$ cat src/rtl/cpu_pkg.sv
// Shared widths, reset vector and fetch payload type for the 16-bit core.
package cpu_pkg;

    localparam int unsigned CPU_ADDR_W  = 16;
    localparam int unsigned CPU_INSTR_W = 16;
    localparam logic [CPU_ADDR_W-1:0] CPU_RESET_PC = 16'h0000;

    typedef struct packed {
        logic [CPU_ADDR_W-1:0]  pc;
        logic [CPU_INSTR_W-1:0] instr;
    } fetch_entry_t;

endpackage

$ cat src/rtl/fetch_fifo.sv
// Synchronous instruction buffer; flush beats push, head data stays visible in the flush cycle.
module fetch_fifo
    import cpu_pkg::*;
#(
    parameter int unsigned DEPTH = 4,
    parameter int unsigned WIDTH = CPU_ADDR_W + CPU_INSTR_W
) (
    input  logic                         clk,
    input  logic                         rst,
    input  logic                         push,
    input  logic                         pop,
    input  logic                         flush,
    input  logic [WIDTH-1:0]             wdata,
    output logic [WIDTH-1:0]             rdata,
    output logic [$clog2(DEPTH+1)-1:0]   count,
    output logic                         full,
    output logic                         empty
);
    localparam int unsigned PW = $clog2(DEPTH);
    localparam int unsigned CW = $clog2(DEPTH + 1);

    logic [WIDTH-1:0] mem_q [DEPTH];
    logic [WIDTH-1:0] mem_d [DEPTH];
    logic [PW-1:0]    wr_ptr_q, wr_ptr_d;
    logic [PW-1:0]    rd_ptr_q, rd_ptr_d;
    logic [CW-1:0]    count_q, count_d;
    logic             do_push, do_pop;

    function automatic logic [PW-1:0] ptr_inc(input logic [PW-1:0] p);
        return (p == PW'(DEPTH - 1)) ? '0 : p + PW'(1);
    endfunction

    assign rdata = mem_q[rd_ptr_q];
    assign count = count_q;
    assign full  = (count_q == CW'(DEPTH));
    assign empty = (count_q == '0);

    always_comb begin
        do_push  = push && (!full || pop);
        do_pop   = pop && !empty;
        mem_d    = mem_q;
        wr_ptr_d = wr_ptr_q;
        rd_ptr_d = rd_ptr_q;
        count_d  = count_q;
        if (flush) begin
            wr_ptr_d = '0;
            rd_ptr_d = '0;
            count_d  = '0;
        end else begin
            if (do_push) begin
                mem_d[wr_ptr_q] = wdata;
                wr_ptr_d        = ptr_inc(wr_ptr_q);
            end
            if (do_pop) begin
                rd_ptr_d = ptr_inc(rd_ptr_q);
            end
            count_d = count_q + CW'(do_push) - CW'(do_pop);
        end
    end

    always_ff @(posedge clk or posedge rst) begin
        if (rst) begin
            mem_q    <= '{default: '0};
            wr_ptr_q <= '0;
            rd_ptr_q <= '0;
            count_q  <= '0;
        end else begin
            mem_q    <= mem_d;
            wr_ptr_q <= wr_ptr_d;
            rd_ptr_q <= rd_ptr_d;
            count_q  <= count_d;
        end
    end

endmodule

$ cat src/rtl/fetch_unit.sv
// Decoupled instruction fetch: credit-limited requests, buffered responses,
// redirect with stale-response squashing, sticky halt.
module fetch_unit
    import cpu_pkg::*;
#(
    parameter int unsigned       ADDR_W   = CPU_ADDR_W,
    parameter int unsigned       INSTR_W  = CPU_INSTR_W,
    parameter int unsigned       DEPTH    = 4,
    parameter logic [ADDR_W-1:0] RESET_PC = ADDR_W'(CPU_RESET_PC)
) (
    input  logic               clk,
    input  logic               rst,
    output logic               imem_req,
    output logic [ADDR_W-1:0]  imem_addr,
    input  logic               imem_gnt,
    input  logic               imem_rvalid,
    input  logic [INSTR_W-1:0] imem_rdata,
    output logic               out_valid,
    input  logic               out_ready,
    output logic [INSTR_W-1:0] out_instr,
    output logic [ADDR_W-1:0]  out_pc,
    input  logic               redirect_valid,
    input  logic [ADDR_W-1:0]  redirect_pc,
    input  logic               halt_req,
    output logic               halted
);
    localparam int unsigned CW    = $clog2(DEPTH + 1);
    localparam int unsigned SW    = CW + 1;
    localparam int unsigned WIDTH = ADDR_W + INSTR_W;

    logic [ADDR_W-1:0] fetch_pc_q, fetch_pc_d;
    logic [ADDR_W-1:0] resp_pc_q, resp_pc_d;
    logic [CW-1:0]     outstanding_q, outstanding_d;
    logic [CW-1:0]     drop_cnt_q, drop_cnt_d;
    logic              halted_q, halted_d;

    logic              gnt, rsp, rsp_live, pop, push, flush;
    logic [CW-1:0]     fifo_count;
    logic [WIDTH-1:0]  fifo_rdata;
    logic              fifo_full, fifo_empty;

    // Credit check covers both in-flight requests and buffered entries, so the FIFO cannot overflow.
    assign imem_req  = !rst && !halted_q &&
                       ((SW'(outstanding_q) + SW'(fifo_count)) < SW'(DEPTH));
    assign imem_addr = fetch_pc_q;
    assign out_valid = !fifo_empty;
    assign out_pc    = fifo_rdata[WIDTH-1 -: ADDR_W];
    assign out_instr = fifo_rdata[INSTR_W-1:0];
    assign halted    = halted_q;

    assign gnt      = imem_req && imem_gnt;
    assign rsp      = imem_rvalid && (outstanding_q != '0);
    assign rsp_live = rsp && (drop_cnt_q == '0);
    assign pop      = out_valid && out_ready;

    always_comb begin
        push          = rsp_live;
        flush         = 1'b0;
        halted_d      = halted_q;
        fetch_pc_d    = fetch_pc_q + ADDR_W'(gnt);
        resp_pc_d     = resp_pc_q + ADDR_W'(rsp_live);
        outstanding_d = outstanding_q + CW'(gnt) - CW'(rsp);
        drop_cnt_d    = drop_cnt_q - CW'(rsp && !rsp_live);
        // Everything still in flight after this cycle belongs to the old path.
        if (halt_req) begin
            halted_d   = 1'b1;
            flush      = 1'b1;
            push       = 1'b0;
            drop_cnt_d = outstanding_d;
        end else if (redirect_valid) begin
            fetch_pc_d = redirect_pc;
            resp_pc_d  = redirect_pc;
            flush      = 1'b1;
            push       = 1'b0;
            drop_cnt_d = outstanding_d;
        end
    end

    always_ff @(posedge clk or posedge rst) begin
        if (rst) begin
            fetch_pc_q    <= RESET_PC;
            resp_pc_q     <= RESET_PC;
            outstanding_q <= '0;
            drop_cnt_q    <= '0;
            halted_q      <= 1'b0;
        end else begin
            fetch_pc_q    <= fetch_pc_d;
            resp_pc_q     <= resp_pc_d;
            outstanding_q <= outstanding_d;
            drop_cnt_q    <= drop_cnt_d;
            halted_q      <= halted_d;
        end
    end

    fetch_fifo #(
        .DEPTH (DEPTH),
        .WIDTH (WIDTH)
    ) u_fifo (
        .clk   (clk),
        .rst   (rst),
        .push  (push),
        .pop   (pop),
        .flush (flush),
        .wdata ({resp_pc_q, imem_rdata}),
        .rdata (fifo_rdata),
        .count (fifo_count),
        .full  (fifo_full),
        .empty (fifo_empty)
    );

    a_no_stray_rvalid: assert property (@(posedge clk) disable iff (rst)
        !(imem_rvalid && (outstanding_q == '0)))
        else $error("fetch_unit: imem_rvalid with no outstanding request");

    a_no_overflow: assert property (@(posedge clk) disable iff (rst)
        !(push && fifo_full && !pop))
        else $error("fetch_unit: push into full buffer");

endmodule
$ cat config.mk
export PLATFORM = sky130hd
export DESIGN_NAME = fetch_unit
export DESIGN_NICKNAME = d
export VERILOG_FILES = /design/src/rtl/cpu_pkg.sv /design/src/rtl/fetch_fifo.sv /design/src/rtl/fetch_unit.sv
export SDC_FILE = /design/constraint.sdc
export NUM_CORES = 1
export LEC_CHECK = 0
export CORE_MARGIN = 3
export CORE_UTILIZATION = 54
export DETAILED_ROUTE_END_ITERATION = 12
export MAX_ROUTING_LAYER = met4
export PLACE_DENSITY = 0.82
export SYNTH_ARGS = -nofsm -noshare
export SYNTH_HDL_FRONTEND = slang
export SYNTH_HIERARCHICAL = 1
export SYNTH_SLANG_ARGS = --single-unit
$ cat constraint.sdc
create_clock -name clk -period 5.1 [get_ports clk]
set_input_delay 0.765 -clock clk [delete_from_list [all_inputs] [get_ports clk]]
set_output_delay 0.765 -clock clk [all_outputs]
set_load 0.03 [all_outputs]
==> results.cfg, run 1 <==
[run_status]
outcome = finished clean

[timing]
fmax_mhz = 272
tns_ns = 0
maxSlewHeadroom = 0.345
whs_ns = 0.506
post-route-period-util = 0.721
setup_viol = 0
hold_viol = 0
tightest_slew_ns = 0.983
clock-skew-final_ns = 0.0112
rsz0062_at_grt = no
min_period_ns = 3.68
slew_violations = 0

[yosys]
avgSynthCellArea_sq_um = 15.2
synthesis.nets = 635
synthCells = 577
synth.yosys.warnings = 6
syn_area_sq_um = 8770

[floorplanning]
die_y_um = 133
chipWidth_um = 133
fp-row-count = 45
coreArea_sq_um = 15500
num_io_pins = 90
dieArea_sq_um = 17800
initial_core_util = 0.564

[placement]
port-buffer-count = 89
place_hpwl_mm = 11.4
routabilityCongestion = 0.854

[clock_network]
clkLatencyLatePin_ns = 0.42
cts_tree = yes
postCtsHoldBufs = 0
cts_root_buf = clkbuf_16
path_clk_slew_ns = 0.06
cts_made_buffers = 17
postCtsSetupBuffers = 0
clk_path_buf_depth = 2
cts_sinks = 174
htree_levels = 4
cts-resized-gates = 0

[run]
drv_cap = 0

[setup_path]
reg2reg_depth = 13
r2r_start = u_fifo/count[1]
r2r_slack_ns = 1.76
worstPathRequired_ns = 4.34
rr_endpoint = u_fifo/count[2]
arrival_ns = 2.91
cp-end-kind = output pin
crit_fanout = 25
critical_path_class = register to output pin
crit_path_start_kind = register

[layout]
nets = 722
diodes = 0
drive_above_1_share = 0.335
area_delta_synth_final_pct = 17.5
fin_util = 0.663

[hold_path]
holdPathStages = 1
holdPathEnd = u_fifo/mem_q[20]
hp-class = register to register
min_from = u_fifo/mem_q[20]

[power_and_ir_drop]
p_sw_w = 0.00122
power_frac_comb = 0.261
pwr-share-clk = 0.314
power.leakage_nw = 4.57
p_sw_frac = 0.303
p_per_area_nw_per_um2 = 390
p_int_w = 0.00280
ir_worst_vdd_mv = 0.262
power_frac_seq = 0.425

[global_route]
grt_max_degree = 64
grt_pass1_vias = 5448
overflow = 0
grt_usage = 0.213
antenna_found_initial = 0
grt_pass1_wl_mm = 29.3

[detailed_routing]
avgViaCountPerCell = 5.69
wirelength_mm = 17.6
routed-via-count = 5053
ant_nets = 0
wl_per_cell_um = 19.8
drc_errors = 0
firstDrtPassIters = 5
drt_iter0_drc = 346
==> sequential cells by signal, summed over array words and instances (netlist names) <==
register and count:
drop_cnt_q 3, halted 1, imem_addr 16, outstanding_q 3, resp_pc_q 16, u_fifo/count 3
u_fifo/mem_q 128, u_fifo/rd_ptr_q 2, u_fifo/wr_ptr_q 2
==> worst max-delay path by stage <==
stage | startpoint | end | cells after the start
floorplan | rst | u_fifo/count[0] | 1
global placement | out_ready | u_fifo/count[2] | 13
detailed placement | redirect_valid | u_fifo/count[2] | 13
CTS | u_fifo/rd_ptr_q[0] | out_pc[1] | 3
global route | u_fifo/rd_ptr_q[0] | out_pc[1] | 3
finish | u_fifo/rd_ptr_q[0] | out_pc[1] | 3
==> layer usage <==
metal,wire [um],GRT usage,up-vias,part of all wire
met1,8110,0.303,2650,0.46
met3,898,0.0472,12,0.051
met4,110,0.0554,0,0.0063
met2,8440,0.315,150,0.48
met5,0,-,-,0
li1,-,-,2241,-
==> power by group through the flow <==
stage	combinational, W	sequential, W	clock [W]
2_1_floorplan	0.000671	0.00171	0
3_3_place_gp	0.00103	0.00171	0
3_5_place_dp	0.00105	0.00173	0
4_1_cts	0.00106	0.00171	0.00128
5_1_grt	0.00112	0.00173	0.00134
6_report	0.00105	0.00171	0.00126
==> cell type report <==
class,count,area (sq um)
fillers,1079,5230
flip-flops and latches,174,4360
multi-input cells,352,4070
repair buffers,99,966
clock buffers,21,470
well taps,211,264
clock inverters,11,108
inverters,20,77.6
==> metrics by stage <==
| stage | area, sq um | power, W | std cells | setup WS, ns |
|---|---|---|---|---|
| 6_report | 10300 | 0.00402 | 888 | 1.42 |
| 5_1_grt | 10300 | 0.00419 | 888 | 1.24 |
| 4_1_cts | 10300 | 0.00405 | 888 | 1.34 |
| 3_5_place_dp | 9730 | 0.00278 | 856 | 1.29 |
| 3_3_place_gp | 9730 | 0.00274 | 856 | 1.46 |
| 2_1_floorplan | 8770 | 0.00238 | 577 | 0.724 |
==> critical path: stages, from the launching register on <==
cell	delay [ns]
dfrtp_2	0.91
buf_4	0.40
mux4_2	0.56
clkdlybuf4s50_1	0.61
==> cells in the final DEF, fill, tap and decap left out, types with 3 or more instances in the layout <==
cell type        instances
nor2b_1                  4
buf_4                   10
xor2_1                   6
xnor2_1                 21
a21oi_1                 24
and4_1                   3
nand3_1                  6
mux4_2                  32
clkbuf_16               17
nand4_1                  4
inv_1                   19
clkinv_4                 4
nor4_2                   5
nor2_1                  29
mux2_4                 120
nand2_1                 23
mux2_2                   9
nor3_1                   9
clkbuf_8                 3
clkdlybuf4s50_1         89
dfrtp_1                173
ha_1                    17
nor4bb_4                 4
a31oi_1                  3
Note: power is estimated with default switching activity, not from simulation.
==> inputs of run 2 (changes only) <==
==> constraint.sdc (replaced) <==
create_clock -name clk -period 3.5 [get_ports clk]
set_input_delay 0.525 -clock clk [delete_from_list [all_inputs] [get_ports clk]]
set_output_delay 0.525 -clock clk [all_outputs]
set_load 0.03 [all_outputs]
==> results.cfg, run 2 (synthesis gave the netlist of run 1 again) <==
[setup_path]
cp-end-kind = output pin
crit_path_start_kind = register
cp_cell_sequence = buf_12 > mux4_2 > clkdlybuf4s50_1
slowest_stage = dfrtp_2
cp.buffers_inverters = 2
critical_path_class = register to output pin
critical-path-top-delay-family = buffers and inverters
worstPathRequired_ns = 2.97
arrival_ns = 2.65
crit_fanout = 18
cpPeakStageDelay_ns = 0.75

[global_route]
grt_max_degree = 45
grt_pass1_vias = 5623
overflow = 0
antenna_found_initial = 0
grt_usage = 0.219
grt_pass1_wl_mm = 30.2

[detailed_routing]
routed-via-count = 5154
wirelength_mm = 17.7
drc_errors = 0
wl_per_cell_um = 19.8
avgViaCountPerCell = 5.78
ant_nets = 0
drt_iter0_drc = 305
firstDrtPassIters = 6

[layout]
largest_register = u_fifo/mem_q
final_common_cell = dfrtp_1
nets = 726
design_area_sq_um = 10400
final_cell_mix = dfrtp_1 (173), mux2_4 (120), clkdlybuf4s50_1 (89)
area_delta_synth_final_pct = 19.1
diodes = 0
drive_above_1_share = 0.341
largest_reg_flops = 128

[timing]
whs_ns = 0.505
tightest_slew_ns = 1.07
setup_viol = 0
fmax_mhz = 315
slew_violations = 0
tns_ns = 0
maxSlewHeadroom = 0.287
min_period_ns = 3.17
rsz0062_at_grt = no
clock-skew-final_ns = 0.0119
hold_viol = 0
post-route-period-util = 0.907

[power_and_ir_drop]
power.leakage_nw = 4.60
ir_worst_vdd_mv = 0.373
p_per_area_nw_per_um2 = 566

[clock_network]
cts-resized-gates = 0
postCtsHoldBufs = 0
cts_sinks = 174
cts_made_buffers = 17
cts_tree = yes
cts_root_buf = clkbuf_16
clk_path_buf_depth = 2
path_clk_slew_ns = 0.06
htree_levels = 4
clkLatencyLatePin_ns = 0.42
postCtsSetupBuffers = 0

[floorplanning]
num_io_pins = 90
die_y_um = 133
coreArea_sq_um = 15500
dieArea_sq_um = 17800
initial_core_util = 0.564
chipWidth_um = 133
fp-row-count = 45

[placement]
place_hpwl_mm = 11.5
place_area_sq_um = 9850
routabilityCongestion = 0.837
port-buffer-count = 89

[hold_path]
hp-class = register to register

[run_status]
outcome = finished clean

[run]
drv_cap = 0
[run 2: final cells by class]
cell class / count / area (sq um)
tap: 211 / 264
clock inverter: 13 / 139
clock buffer: 19 / 453
sequential: 174 / 4360
timing repair buffer: 103 / 1080
multi-input combinational: 352 / 4070
inverter: 20 / 78.8
fill: 1077 / 5100
[run 2: worst paths after layout]
path / endpoint / cells after the start / slack (ns) / from
max in group asynchronous: u_fifo/mem_q[13] / 3 / 1.99 / rst
setup / recovery: out_pc[4] / 3 / 0.33 / u_fifo/rd_ptr_q[0]
hold / removal: u_fifo/mem_q[126] / 1 / 0.51 / u_fifo/mem_q[126]
hold reg to reg: u_fifo/mem_q[126] / 1 / 0.51 / u_fifo/mem_q[126]
setup reg to reg: u_fifo/count[2] / 13 / 0.63 / u_fifo/count[1]
min in group asynchronous: halted / 2 / 0.65 / rst
[run 2: routing by layer]
layer,vias up,part of all wire,GRT usage
met3,16,0.041,0.0370
met1,2725,0.45,0.307
met5,-,0,-
met4,0,0.0099,0.0560
met2,155,0.49,0.338
li1,2258,-,-
[run 2: metrics by stage]
stage	cells	worst slack, ns	power (W)	util
6_report	892	0.327	0.00591	0.672
5_1_grt	892	0.173	0.00619	0.672
4_1_cts	892	0.250	0.00596	0.672
3_5_place_dp	860	0.236	0.00407	0.634
2_1_floorplan	577	0.495	0.00347	-
3_3_place_gp	860	0.360	0.00399	0.634
[run 2: power breakdown]
part	internal [W]	switching [W]
clock network	0.00109	0.000797
logic	0.000788	0.000747
registers	0.00225	0.000240
[run 2: worst reg2reg max path, cell delays in order, from the launching register on]
cell and delay, ns:
dfrtp_1 0.49, nor3_1 0.28, nor2b_1 0.13, nor4b_4 0.30, and2b_2 0.25, inv_1 0.08, ha_1 0.23, inv_1 0.06
ha_1 0.13, inv_1 0.05, fa_1 0.37, xor2_1 0.16, and2_1 0.17, nor3_1 0.12
